--- src/rtl/bus_pkg.sv ---
// Shared defaults and helpers for the OR-bus arbiter.
package bus_pkg;

  localparam int BUS_AW     = 2;
  localparam int BUS_DW     = 4;
  localparam int BUS_MAX_NC = 8;

  // True when more than one bit of v is set.
  function automatic logic multi_hot(
    input logic [BUS_MAX_NC-1:0] v
  );
    return |(v & (v - {{(BUS_MAX_NC-1){1'b0}}, 1'b1}));
  endfunction

endpackage

--- src/rtl/bus_arbiter_rr_pick.sv ---
// Round-robin pick: rotate requests so ptr lands on bit 0, take the
// lowest set bit, then rotate that one-hot back to client order.
module rr_pick #(
  parameter int NC = 4,
  parameter int PW = $clog2(NC)
) (
  input  logic [NC-1:0] req,
  input  logic [PW-1:0] ptr,
  output logic [NC-1:0] pick
);

  localparam logic [PW-1:0] LAST = PW'(NC-1);

  logic [2*NC-2:0] req_dbl;
  logic [2*NC-2:0] oh_dbl;
  logic [NC-1:0]   rot;
  logic [NC-1:0]   rot_oh;
  logic [PW-1:0]   back;

  assign req_dbl = {req[NC-2:0], req};
  assign rot     = req_dbl[ptr +: NC];
  assign rot_oh  = rot & (~rot + NC'(1));

  // oh_dbl[j] = rot_oh[(j+1) mod NC]
  assign oh_dbl  = {rot_oh, rot_oh[NC-1:1]};
  assign back    = LAST - ptr;
  assign pick    = oh_dbl[back +: NC];

endmodule

--- src/rtl/bus_arbiter.sv ---
// Round-robin arbiter and registered OR-combiner for the shared bus.
// Define ARB_BURST_LIMIT_EN to cap a holder at MAX_BURST under contention.
module bus_arbiter
  import bus_pkg::*;
#(
  parameter int NC        = 4,
  parameter int AW        = BUS_AW,
  parameter int DW        = BUS_DW,
  parameter int MAX_BURST = 4
) (
  input  logic             clk,
  input  logic             rst,
  input  logic [NC-1:0]    arb_req,
  output logic [NC-1:0]    arb_grant,
  input  logic [NC-1:0]    br_valid,
  input  logic [NC*AW-1:0] br_addr,
  input  logic [NC*DW-1:0] br_data,
  output logic             bt_valid,
  output logic [AW-1:0]    bt_addr,
  output logic [DW-1:0]    bt_data,
  output logic             err_multi
);

  localparam int PW = $clog2(NC);
  localparam logic [PW-1:0] LAST = PW'(NC-1);

  if (NC < 2 || NC > BUS_MAX_NC || MAX_BURST < 1) begin : g_cfg_err
    $error("bus_arbiter: unsupported NC or MAX_BURST");
  end

  logic [NC-1:0] grant_q;
  logic [NC-1:0] grant_d;
  logic [NC-1:0] pick;
  logic [PW-1:0] rr_ptr;
  logic [PW-1:0] pick_idx;
  logic          hold_req;
  logic          keep;
  logic [AW-1:0] addr_or;
  logic [DW-1:0] data_or;

  // Masking with arb_req stops a stale grant from enabling a driver.
  assign arb_grant = grant_q & arb_req;
  assign hold_req  = |arb_grant;

  rr_pick #(.NC(NC), .PW(PW)) u_pick (
    .req  (arb_req),
    .ptr  (rr_ptr),
    .pick (pick)
  );

  always_comb begin
    pick_idx = '0;
    for (int i = 0; i < NC; i++) begin
      if (pick[i]) pick_idx = PW'(i);
    end
  end

`ifdef ARB_BURST_LIMIT_EN
  localparam int BW = $clog2(MAX_BURST + 1);

  logic [BW-1:0] burst_cnt;
  logic          limit;

  // burst_cnt holds completed cycles; this cycle makes it +1.
  assign limit = hold_req &&
                 (int'(burst_cnt) + 1 >= MAX_BURST) &&
                 |(arb_req & ~grant_q);
  assign keep  = hold_req && !limit;

  always_ff @(posedge clk or posedge rst) begin
    if (rst) begin
      burst_cnt <= '0;
    end else if (!keep) begin
      burst_cnt <= '0;
    end else if (int'(burst_cnt) < MAX_BURST) begin
      burst_cnt <= burst_cnt + BW'(1);
    end
  end
`else
  assign keep = hold_req;
`endif

  assign grant_d = keep ? grant_q : pick;

  always_comb begin
    addr_or = '0;
    data_or = '0;
    for (int i = 0; i < NC; i++) begin
      addr_or = addr_or | br_addr[i*AW +: AW];
      data_or = data_or | br_data[i*DW +: DW];
    end
  end

  always_ff @(posedge clk or posedge rst) begin
    if (rst) begin
      grant_q   <= '0;
      rr_ptr    <= '0;
      bt_valid  <= 1'b0;
      bt_addr   <= '0;
      bt_data   <= '0;
      err_multi <= 1'b0;
    end else begin
      grant_q <= grant_d;
      if (!keep && |pick) begin
        rr_ptr <= (pick_idx == LAST) ? '0 : pick_idx + PW'(1);
      end
      bt_valid <= |br_valid;
      bt_addr  <= addr_or;
      bt_data  <= data_or;
      if (multi_hot(BUS_MAX_NC'(br_valid))) err_multi <= 1'b1;
    end
  end

endmodule

--- config.mk ---
export PLATFORM = sky130hd
export DESIGN_NAME = bus_arbiter
export DESIGN_NICKNAME = d
export VERILOG_FILES = /design/src/rtl/bus_pkg.sv /design/src/rtl/bus_arbiter_rr_pick.sv /design/src/rtl/bus_arbiter.sv
export SDC_FILE = /design/constraint.sdc
export NUM_CORES = 1
export LEC_CHECK = 0
export CORE_MARGIN = 2
export CORE_UTILIZATION = 36
export CTS_BUF_LIST = sky130_fd_sc_hd__clkbuf_4 sky130_fd_sc_hd__clkbuf_8
export DETAILED_ROUTE_END_ITERATION = 10
export PLACE_DENSITY = 0.8
export SLEW_MARGIN = 30
export SYNTH_ARGS = -nofsm -noshare
export SYNTH_HDL_FRONTEND = slang
export SYNTH_SLANG_ARGS = --single-unit
--- constraint.sdc ---
create_clock -name clk -period 1.6 [get_ports clk]
set_input_delay 0.32 -clock clk [delete_from_list [all_inputs] [get_ports clk]]
set_output_delay 0.32 -clock clk [all_outputs]
set_load 0.005 [all_outputs]
==> impl_metrics.py <==
metrics = {
    "route": {
        "route.detailed.drc": 0,
        "ant_nets": 0,
        "drt-total-wl_um": 1926,
        "dr_total_vias": 774,
        "wire_per_inst_um": 12.11,
        "drt_iter0_drc": 19,
        "dr.pass1.iters": 4,
        "vias_per_cell": 4.868,
    },
    "floorplanning": {
        "core-area_mm2": 0.001902,
        "die-area_mm2": 0.002338,
        "initial_core_util_pct": 37.24,
        "io_pins": 46,
        "die_w_um": 48.35,
        "die_y_um": 48.35,
        "rows": 16,
    },
    "placed_design": {
        "portBuffers": 45,
        "placedCellCount": 153,
        "post_dp_cell_area_mm2": 0.001265,
        "dp_hpwl_um": 1608,
        "gp_congestion": 0.8691,
    },
    "critical_path": {
        "cp.arrival_ps": 1710,
        "worstSetupPathType": "in2reg",
        "crit_required_ps": 1750,
        "rr_worst_depth": 6,
        "cp_max_fo": 6,
        "ff2ff_setup_slack_ps": 150,
        "worstReg2RegEnd": "rr_ptr[0]",
        "critPathLaunchType": "input pin",
        "reg2reg_from": "grant_q[1]",
        "cp-end-kind": "register",
    },
    "sta": {
        "timing.setup.tns_ps": 0,
        "drv_slew": 0,
        "hold_viol_final": 0,
        "fin_crit_ps": 1556,
        "rsz0062_at_grt": "false",
        "whs_ps": 378.7,
        "setup_viol": 0,
        "relSlewSlack_pct": 66.32,
        "fmax_ghz": 0.6428,
        "tightest_slew_ps": 504.7,
        "period_share_pct": 97.24,
        "worst_clock_skew_ps": 3.666,
    },
    "synthesis": {
        "synthXorXnorAreaFrac_pct": 0,
        "synth_area_per_cell_um2": 9.836,
        "synth_cell_type_count": 25,
        "synth_top_cell_area_share_pct": 49.47,
        "synth_edf_count": 0,
        "muxShareOfSynthArea_pct": 0,
        "ys_warn_count": 0,
        "synth_compound_area_share_pct": 19.61,
        "synthAdderAreaFrac_pct": 1.413,
        "ys_top_cells_by_count": "dfrtp_1 (14), inv_1 (7), or4_1 (6)",
        "synth_nets": 106,
        "synthCells": 72,
        "synth_top_area_cell": "dfrtp_1",
        "synth-simple-area-share_pct": 24.38,
        "synth_most_common_cell": "dfrtp_1",
        "synth_top_family_by_area": "simple AND/OR/NAND/NOR gates",
        "yosysSeqAreaShare_pct": 49.47,
        "synthFlopType": "dfrtp_1",
        "synth_area_um2": 708.2,
        "synth.area.top_cells": "dfrtp_1 (49%), or4_1 (6.4%), inv_1 (3.7%), a22o_1 (3.7%), a21oi_1 (3.5%)",
        "ys_ff_latch": 14,
        "async_reset_ff_share_pct": 100.0,
    },
    "clock_tree": {
        "h-tree-depth": 1,
        "clock_sinks": 14,
        "hold_buffers": 0,
        "cts_made_buffers": 3,
        "cts_buffer_depth": 2,
        "clk_latency_ps": 260,
        "cts_tree": "built",
        "cts_root_buf": "clkbuf_4",
        "clkSlewWorstSetupHoldPaths_ps": 80,
    },
    "global_route": {
        "grt_max_degree": 15,
        "grt_overflow_total": 0,
        "track_usage_pct": 17.20,
        "first_global_vias": 764,
        "antenna_found_initial": 0,
        "grt_pass1_wl_um": 3180,
    },
    "power_and_ir_drop": {
        "total_power_uw": 1401,
        "p_per_area_mw_per_mm2": 1070,
        "leakagePower_uw": 0.0006197,
        "ir_drop_uv": 804.0,
    },
    "worst_hold_path": {
        "hp-class": "in2async",
    },
    "finish": {
        "finish.net_count": 168,
        "finalInstanceArea_mm2": 0.001310,
        "drive_gt1_share_pct": 15.15,
        "areaGrowthSynthToFinish_pct": 84.98,
        "antenna_cells": 0,
        "multiInputGateArea_um2": 321.6,
        "finalNonFillerCells": 159,
        "seqCellArea_um2": 350.3,
        "fill_cells": 155,
    },
    "job": {
        "maxCapViolCount": 0,
    },
    "run_status": {
        "outcome": "finished, final reports clean",
    },
}
-- registers in the layout, indices dropped and copies added, names as in the netlist --
register	cells
bt_addr	2
err_multi	1
rr_ptr	2
bt_data	4
grant_q	4
bt_valid	1
-- critical path: stages --
cell             delay [ps]
clkdlybuf4s50_1         420
nand2_1                 100
buf_4                   110
buf_4                   100
nand4_2                 190
a21o_1                  220
a22o_1                  230
-- per-layer routing --
| metal | part of all wire [%] | routed length [um] | GRT usage [%] | up-vias |
|---|---|---|---|---|
| met3 | 9.4 | 182 | 4.630 | 0 |
| li1 | - | - | - | 383 |
| met4 | 0 | 0 | 4.286 | 0 |
| met2 | 57 | 1096 | 33.80 | 36 |
| met5 | 0 | 0 | 0 | - |
| met1 | 34 | 647 | 17.87 | 355 |
-- layout by cell type, fill, tap and decap left out, types with 3 or more instances in the layout --
master / count
dfrtp_1: 14
a21oi_1: 5
clkbuf_4: 3
nand2b_1: 3
dlygate4sd2_1: 4
clkdlybuf4s50_1: 39
nand2_1: 5
a22o_1: 3
buf_4: 14
nor2_1: 5
or4_1: 6
inv_1: 7
-- where the power goes --
part | total [uW] | internal [uW] | switching (uW)
combinational | 694 | 419 | 275
clock | 184 | 86.8 | 96.8
sequential | 524 | 432 | 91.6
total | 1400 | 938 | 463
-- cell type report --
class / count / share of cell area, %
tap: 27 / 2.579
timing repair buffer: 59 / 42.41
inverter: 7 / 2.006
clock buffer: 3 / 1.719
multi-input combinational: 49 / 24.55
sequential: 14 / 26.74
-- what timing repair did --
item,4_1_cts,5_1_grt
pin swaps,1,0
gates resized for setup,4,2
setup endpoints to repair,4,2
buffers inserted,1,2
-- per-stage QoR --
step,util [%],setup WS (ps)
global placement,66.51,-162.6
detailed placement,66.51,-176.7
global route,68.88,16.91
finish,68.88,44.24
CTS,67.83,1.441
floorplan,-,429.9
-- cell families (layout without fill, tap and decap cells) --
| kind of cell | Yosys count | after routing |
|---|---|---|
| AOI/OAI and AO/OA | 19 | 19 |
| adders and majority gates | 1 | 1 |
| buffers and inverters | 9 | 69 |
| DFF | 14 | 14 |
| and+or+nand+nor | 29 | 29 |
-- worst max path at each step --
| stage | from | to | cells past startpoint |
|---|---|---|---|
| 2_1_floorplan | grant_q[1] | rr_ptr[0] | 4 |
| 5_1_grt | arb_req[1] | rr_ptr[0] | 7 |
| 3_5_place_dp | arb_req[0] | arb_grant[0] | 4 |
| 4_1_cts | grant_q[0] | arb_grant[0] | 3 |
| 6_report | arb_req[1] | rr_ptr[0] | 7 |
| 3_3_place_gp | arb_req[0] | arb_grant[0] | 4 |
Power figures use the tool's default switching activity.
